### src/rtl/log_pkg.sv
// log_pkg: shared state encoding and defaults for the log RAM readout path.
package log_pkg;

    localparam int LOG_NB_ADDR = 10;
    localparam int LOG_NB_DATA = 8;

    // Edges from o_rd_en to usable i_rd_data. The READ -> WAIT pair spans this.
    localparam int RAM_RD_LAT = 1;

    typedef enum logic [2:0] {
        IDLE,
        READ,
        WAIT,
        PRESENT,
        CHKSUM,
        DONE
    } log_state_t;

endpackage

### src/rtl/log_stream_out_reg.sv
// log_stream_out_reg: registered data/valid holding stage of the readout stream.
// A load strobe captures a word and raises valid; the word is held until the
// consumer accepts it. o_fire marks the edge on which the transfer happens.
module log_stream_out_reg
    import log_pkg::*;
#(
    parameter int NB_DATA = LOG_NB_DATA
) (
    input  logic               clock,
    input  logic               i_reset,
    input  logic               i_enable,
    input  logic               i_load,
    input  logic [NB_DATA-1:0] i_load_data,
    input  logic               i_ready,
    output logic [NB_DATA-1:0] o_data,
    output logic               o_valid,
    output logic               o_fire
);

    // A frozen stage never completes a handshake, even with ready high.
    assign o_fire = o_valid & i_ready & i_enable;

    // Hold the word until accepted; a load on the accepting edge wins.
    always_ff @(posedge clock or posedge i_reset) begin
        if (i_reset) begin
            o_data  <= '0;
            o_valid <= 1'b0;
        end else if (i_enable) begin
            if (i_load) begin
                o_data  <= i_load_data;
                o_valid <= 1'b1;
            end else if (o_fire) begin
                o_valid <= 1'b0;
            end
        end
    end

endmodule

### src/rtl/log_ram_reader.sv
// log_ram_reader: drains the data-logging BRAM after capture, words 0..last in
// order, through the RAM's synchronous read port onto a valid/ready stream.
// Optional build macro LOG_READER_CHECKSUM_EN appends an XOR checksum word.
module log_ram_reader
    import log_pkg::*;
#(
    parameter int NB_ADDR = LOG_NB_ADDR,
    parameter int NB_DATA = LOG_NB_DATA
) (
    input  logic               clock,
    input  logic               i_reset,
    input  logic               i_enable,
    input  logic               i_start,
    input  logic [NB_ADDR-1:0] i_last_addr,
    output logic               o_rd_en,
    output logic [NB_ADDR-1:0] o_rd_addr,
    input  logic [NB_DATA-1:0] i_rd_data,
    output logic [NB_DATA-1:0] o_data,
    output logic               o_valid,
    input  logic               i_ready,
    output logic               o_busy,
    output logic               o_done
);

    log_state_t         state_q, state_d;
    logic [NB_ADDR-1:0] last_q, last_d;
    logic [NB_ADDR-1:0] rd_addr_q, rd_addr_d;
    logic               rd_en_q, rd_en_d;
    logic               busy_q, busy_d;
    logic               done_q, done_d;
    logic               load;
    logic [NB_DATA-1:0] load_data;
    logic               fire;
`ifdef LOG_READER_CHECKSUM_EN
    logic [NB_DATA-1:0] acc_q, acc_d;
`endif

    // Next-state and next-register values for the readout sequencer.
    // NOTE: every signal gets a default before the case, so no path leaves one unassigned and no latch is inferred.
    always_comb begin
        state_d   = state_q;
        last_d    = last_q;
        rd_addr_d = rd_addr_q;
        rd_en_d   = rd_en_q;
        load      = 1'b0;
        load_data = i_rd_data;
`ifdef LOG_READER_CHECKSUM_EN
        acc_d     = acc_q;
`endif
        case (state_q)
            IDLE, DONE: begin
                if (i_start) begin
                    last_d    = i_last_addr;
                    rd_addr_d = '0;
                    rd_en_d   = 1'b1;
`ifdef LOG_READER_CHECKSUM_EN
                    acc_d     = '0;
`endif
                    state_d   = READ;
                end
            end
            READ: begin
                // The RAM registers its output on this edge.
                rd_en_d = 1'b0;
                state_d = WAIT;
            end
            WAIT: begin
                load    = 1'b1;
                state_d = PRESENT;
            end
            PRESENT: begin
                if (fire) begin
`ifdef LOG_READER_CHECKSUM_EN
                    acc_d = acc_q ^ o_data;
`endif
                    // Termination is checked before the increment, so the address never wraps.
                    if (rd_addr_q == last_q) begin
`ifdef LOG_READER_CHECKSUM_EN
                        load      = 1'b1;
                        load_data = acc_q ^ o_data;
                        state_d   = CHKSUM;
`else
                        state_d   = DONE;
`endif
                    end else begin
                        rd_addr_d = rd_addr_q + NB_ADDR'(1);
                        rd_en_d   = 1'b1;
                        state_d   = READ;
                    end
                end
            end
`ifdef LOG_READER_CHECKSUM_EN
            CHKSUM: begin
                if (fire) begin
                    state_d = DONE;
                end
            end
`endif
            default: begin
                state_d = IDLE;
            end
        endcase
        // Status flags are registered from the next state so they line up with it.
        busy_d = (state_d != IDLE) && (state_d != DONE);
        done_d = (state_d == DONE);
    end

    // State and control registers; everything holds while i_enable is low.
    // NOTE: sequential state uses non-blocking assignments so every register samples pre-edge values.
    always_ff @(posedge clock or posedge i_reset) begin
        if (i_reset) begin
            state_q   <= IDLE;
            last_q    <= '0;
            rd_addr_q <= '0;
            rd_en_q   <= 1'b0;
            busy_q    <= 1'b0;
            done_q    <= 1'b0;
`ifdef LOG_READER_CHECKSUM_EN
            acc_q     <= '0;
`endif
        end else if (i_enable) begin
            state_q   <= state_d;
            last_q    <= last_d;
            rd_addr_q <= rd_addr_d;
            rd_en_q   <= rd_en_d;
            busy_q    <= busy_d;
            done_q    <= done_d;
`ifdef LOG_READER_CHECKSUM_EN
            acc_q     <= acc_d;
`endif
        end
    end

    log_stream_out_reg #(
        .NB_DATA (NB_DATA)
    ) u_stream_out (
        .clock       (clock),
        .i_reset     (i_reset),
        .i_enable    (i_enable),
        .i_load      (load),
        .i_load_data (load_data),
        .i_ready     (i_ready),
        .o_data      (o_data),
        .o_valid     (o_valid),
        .o_fire      (fire)
    );

    assign o_rd_en   = rd_en_q;
    assign o_rd_addr = rd_addr_q;
    assign o_busy    = busy_q;
    assign o_done    = done_q;

endmodule

### config.mk
export PLATFORM = sky130hd
export DESIGN_NAME = log_ram_reader
export DESIGN_NICKNAME = d
export VERILOG_FILES = /design/src/rtl/log_pkg.sv /design/src/rtl/log_stream_out_reg.sv /design/src/rtl/log_ram_reader.sv
export SDC_FILE = /design/constraint.sdc
export NUM_CORES = 1
export LEC_CHECK = 0
export BUFFER_PORTS_ARGS = -buffer_cell sky130_fd_sc_hd__buf_2
export CAP_MARGIN = 20
export CORE_MARGIN = 2
export CORE_UTILIZATION = 40
export CTS_CLUSTER_DIAMETER = 50
export DETAILED_ROUTE_END_ITERATION = 7
export GPL_TIMING_DRIVEN = 0
export MAX_ROUTING_LAYER = met4
export SLEW_MARGIN = 0
export SYNTH_ARGS = -nofsm -noshare
export SYNTH_HDL_FRONTEND = slang
export SYNTH_SLANG_ARGS = --single-unit
### constraint.sdc
create_clock -name clock -period 2.2 [get_ports clock]
set_clock_uncertainty 0.2 [all_clocks]
set_input_delay 0.11 -clock clock [delete_from_list [all_inputs] [get_ports clock]]
set_output_delay 0.11 -clock clock [all_outputs]
set_load 0.01 [all_outputs]
; ---- Word level (Yosys, flattened, before mapping)
; Cells that the tools add are included.
[classes]
add_sub_neg = 1
multipliers = 0
n_div = 0
n_lt_le_gt_ge = 0
eq_ne = 10
n_shift = 0
n_mux = 15
bitwise = 2
n_reduce_logical = 12
[op_table]
columns = operator, n
row1 = 10-bit two-way mux, 3
row2 = 10-bit one-hot mux with 2 select lines, 1
row3 = 3-bit one-hot mux with 4 select lines, 1
row4 = "10-bit by 1-bit adder with 10-bit output, second input constant", 1
row5 = 10-bit equality test, 1
row6 = 5-bit AND reduction, 2
row7 = 3-bit two-way mux, 3
row8 = "3-bit by 2-bit equality test with 1-bit output, second input constant", 2
row9 = "3-bit equality test, second input constant", 2
row10 = 1-bit two-way mux, 6
row11 = "2-bit inequality test, second input constant", 3
row12 = 3-bit nonzero test, 2
row13 = 2-bit AND reduction, 2
row14 = 2-bit nonzero test, 2
row15 = "3-bit by 1-bit equality test with 1-bit output, second input constant", 1
row16 = 3-bit zero test, 1
row17 = "3-bit inequality test, second input constant", 1
row18 = 1-bit one-hot mux with 3 select lines, 1
row19 = 3-bit AND reduction, 1
row20 = 1-bit AND, 2
row21 = 2-bit OR reduction, 1
row22 = 1-bit logical AND, 1
[word_totals]
ff_bits = 35
latch_bits = 0
ram_bits = 0
rom_bits = 0
inputBits = 23
output_inout_bits = 22
wordCells = 48
memories = 0

; ---- Logic depth before layout (Yosys ltp)
[depth]
depth_word = 6
ltp_mapped = 7
ltp_nobuf = 6

; ---- By module
; Synthesis repeated with hierarchy kept, for this count alone.
[unflattened]
cells_unflattened = 170
hier_area_um2 = 1879.3
[modules_own_cells]
columns = mod, instances, cells_per_inst, area_per_inst_um2, seq_area_each_um2
row1 = log_ram_reader, 1, 148, 1527.7, 650.6
row2 = log_stream_out_reg, 1, 22, 351.6, 225.2

; ---- Worst setup path after synthesis
; OpenSTA, ideal clock, no wires.
[synth_timing]
kind = register to register
start = reg rd_addr_q[2] (netlist: o_rd_addr[2])
end = reg busy_q (netlist: o_busy)
setup_ns = 0.119
t_arrival_ns = 1.649
required_ns = 1.881
setup_slack_ns = 0.232
stages_incl_launch_ff = 8
cell_sequence = dfrtp_1 buf_2 xor2_1 nor4_1 and4_4 buf_6 nand4_1 a21bo_2
[synth_via]
elab_chain_cells = 6
[synth_lines]
columns = item, line
row1 = from (decl), log_ram_reader.sv:27  ; logic [NB_ADDR-1:0] rd_addr_q, rd_addr_d;
row2 = from (signal assigned), log_ram_reader.sv:124  ; rd_addr_q <= rd_addr_d;
row3 = 10-bit equality test *, log_ram_reader.sv:77  ; if (rd_addr_q == last_q) begin
row4 = 3-bit two-way mux *, log_ram_reader.sv:77
row5 = 3-bit two-way mux *, log_ram_reader.sv:72  ; if (fire) begin
row6 = 3-bit one-hot mux with 4 select lines *, log_ram_reader.sv:50  ; case (state_q)
row7 = 3-bit inequality test or 3-bit nonzero test (tied branches), log_ram_reader.sv:104  ; busy_d = (state_d != IDLE) && (state_d != DONE);
row8 = 1-bit logical AND *, log_ram_reader.sv:104
row9 = to (signal assigned), log_ram_reader.sv:126  ; busy_q <= busy_d;
row10 = to (decl), log_ram_reader.sv:29  ; logic busy_q, busy_d;
; Mark *: on every way between the ends. The rest lies on a longest branch, timed or not.
; A chain may end at the register's enable or synchronous reset.

; ---- Final worst setup path
[layout_timing]
start = reg rd_addr_q[6] (netlist: o_rd_addr[6])
end = reg busy_q (netlist: o_busy)
; The elaborated chain is that of the path after synthesis.

==> out/results.tsv <==
metric	value	unit
rsz0062_at_grt	false	
irDropWorstVdd	0.000555	V
path_max_fanout	10	
slowest_stage	dfrtp_2	
grt-ovfl-total	0	
totalPowerFinal	2250	µW
diodes	0	
initial_core_util	41.4	%
path_delay_family	simple AND/OR/NAND/NOR gates	
crit_path_end_kind	flip-flop	
track_usage	18.4	%
hold_path.class	in2reg	
path_depth	6	
finalSetupTns	0	ns
wl_met2	2120	µm
cts_buffer_depth	2	
tightest_slew	0.718	ns
path_buf_inv	1	
post_synth_instance_area	1800	µm²
switching_share	33.4	%
p_leak	0.00107	µW
pin_count	45	
syn_inst	162	
synth_most_common_cell	dfrtp_1	
relSlewSlack	51.9	%
dr.first_iter.drc_count	98	
ys.flop_type	dfrtp_1	
avgViaCountPerCell	5.34	
cts_root_buffer	clkbuf_8	
holdWs	0.0315	ns
crit_chain	xor2_1 > nor4_1 > and4_4 > buf_6 > nand4_1 > a21bo_2	
synthTopCellsByArea	dfrtp_1 49%, mux2_2 11%, xor2_1 5.4%	
wl_met3	144	µm
clk_latency	0.28	ns
yosys_warnings	0	
ant_nets	0	
finalWeightedCongestion	0.878	
critical_path.max_stage_delay	0.45	ns
dp_hpwl	2840	µm
internal_power	1500	µW
rr_worst_depth	6	
status	finished, final reports clean	
rr_startpoint	o_rd_addr[6]$_DFFE_PP0P_	
synth_area_per_cell	11.1	µm²
hold_viol	0	
dieWidth	71.1	µm
arrival	2.05	ns
drive_gt1_share	38.0	%
crit-reg2reg-capture	o_busy$_DFFE_PP0P_	
cts_tree	done	
wl_per_cell	14.2	µm
grt_max_degree	25	
synth_seq_cells	35	
rrSetupSlack	0.11	ns
fin_ws	0.115	ns
power.density	928	nW/µm²
cp.required	2.17	ns
fp.dieArea	5050	µm²
max_freq	480	MHz
path_class	reg2reg	
die_h	71.1	µm
grt_pass1_vias	1577	
hold_end	state_q[0]$_DFFE_PP0P_	
synthToLayoutAreaGrowth	34.9	%
firstDrtPassIters	4	
period_minus_slack	2.09	ns
net-switching-power	752	µW
timing.final.crit_share	94.8	%
place_ws	0.0605	ns
synth_cell_types	42	
syn_nets	186	
seqPwrFrac	45.9	%
final_nets	260	
coreArea	4350	µm²
highest_layer	met4	
clk_pin_slew	0.07	ns
p_clk_share	19.0	%
synth-edff-count	0	
routed_wl	4090	µm
cap_violations	0	
drc	0	
slew_violations	0	
rows	24	
grt_pass1_wl	7180	µm
grt_antenna_before_repair	0	
setup.worst_path.start	o_rd_addr[6]$_DFFE_PP0P_	
worstHoldStart	i_enable	
combPwrFrac	35.1	%
synth_seq_area_share	48.6	%
holdPathStages	3	
clock_sinks	35	
synth_top_cell_by_area	dfrtp_1	
async_flop_share	100	%
fin_util	55.8	%
num_vias	1543	
synth_top_area_share	48.6	%
worstSetupStartpointType	flip-flop	
synth_commonest_cells	35 x dfrtp_1, 18 x mux2_2, 13 x nand2_1	
numCtsBuffers	5	
htree_levels	2	
drt-met1-wl	1810	µm
finalSetupViolCount	0	
port_buffers	44	
[cells in the final DEF, fill, tap and decap left out, types with 3 or more instances in the layout]
cell type       n
nand2_1        13
nor2_1          6
inv_1           5
nor3_1          4
o21ai_0         9
a21oi_1         3
dlygate4sd3_1  21
dfrtp_2         4
buf_2          45
dfrtp_1        31
o41ai_1         3
mux2_2         18
xor2_1         11
clkbuf_1        4
nand3_1         9
buf_6           4
a21o_1          5
clkbuf_8        5
[logic make-up (layout without fill, tap and decap cells)]
kind of cell / Yosys count / after routing / share of synthesized area (%)
AOI/OAI and AO/OA: 35 / 35 / 14.5
adders and majority gates: 2 / 2 / 1.25
xor gates and xnor gates: 11 / 11 / 5.35
muxes: 18 / 18 / 11.3
DFF: 35 / 35 / 48.6
and+or+nand+nor: 48 / 48 / 14.4
buffers and inverters: 13 / 88 / 4.66
[metrics by stage]
step | std cells | cell area, µm²
after floorplan | 162 | 1800
after CTS | 288 | 2400
after global placement | 258 | 2090
final | 289 | 2430
after detailed placement | 259 | 2110
after global routing | 289 | 2430
[tightest hold or removal path, cell delays in order]
cell	delay, ns
buf_2	0.15
nand2b_4	0.10
o21ai_0	0.09
[routing by layer]
metal | vias up | global-route usage, %
li1 | 737 | -
met1 | 760 | 23.6
met2 | 44 | 29.9
met3 | 2 | 3.13
met4 | 0 | 5.45
met5 | - | -
[power groups by stage]
stage                     Sequential (µW)  Combinational [µW]  Clock (µW)
final                                1030                 792         427
after global routing                 1070                 882         473
after CTS                            1030                 771         449
after detailed placement             1040                 741           0
after global placement               1030                 714           0
after floorplan                      1060                 466           0
[timing repair]
action                                 CTS  global route
resized for setup                        0             6
endpoints found under the hold margin   31             0
hold buffers                            21             0
buffers inserted                         0             1
setup endpoints to repair                0             2
[final cells by class]
cell class / instances / area, µm²
fill: 357 / 1930
sequential: 35 / 881
multi-input combinational: 114 / 852
timing repair buffer: 67 / 465
clock buffer: 7 / 76.3
buffer: 8 / 65.1
tap: 52 / 65.1
inverter: 5 / 18.8
clock inverter: 1 / 5.00
[sequential cells by signal (all words and copies together) (netlist names)]
name and cells:
u_stream_out.o_valid 1, last_q 10, o_busy 1, o_rd_en 1, state_q 3, o_done 1
u_stream_out.o_data 8, o_rd_addr 10
[how the worst max path moves through the flow]
| stage | endpoint | slack (ns) |
|---|---|---|
| CTS | o_busy$_DFFE_PP0P_ | 0.05 |
| detailed placement | o_busy$_DFFE_PP0P_ | 0.06 |
| finish | o_busy$_DFFE_PP0P_ | 0.11 |
| global route | o_busy$_DFFE_PP0P_ | 0.01 |
| floorplan | o_busy$_DFFE_PP0P_ | 0.23 |
| global placement | o_busy$_DFFE_PP0P_ | 0.09 |
(Power assumes the default switching activity.)
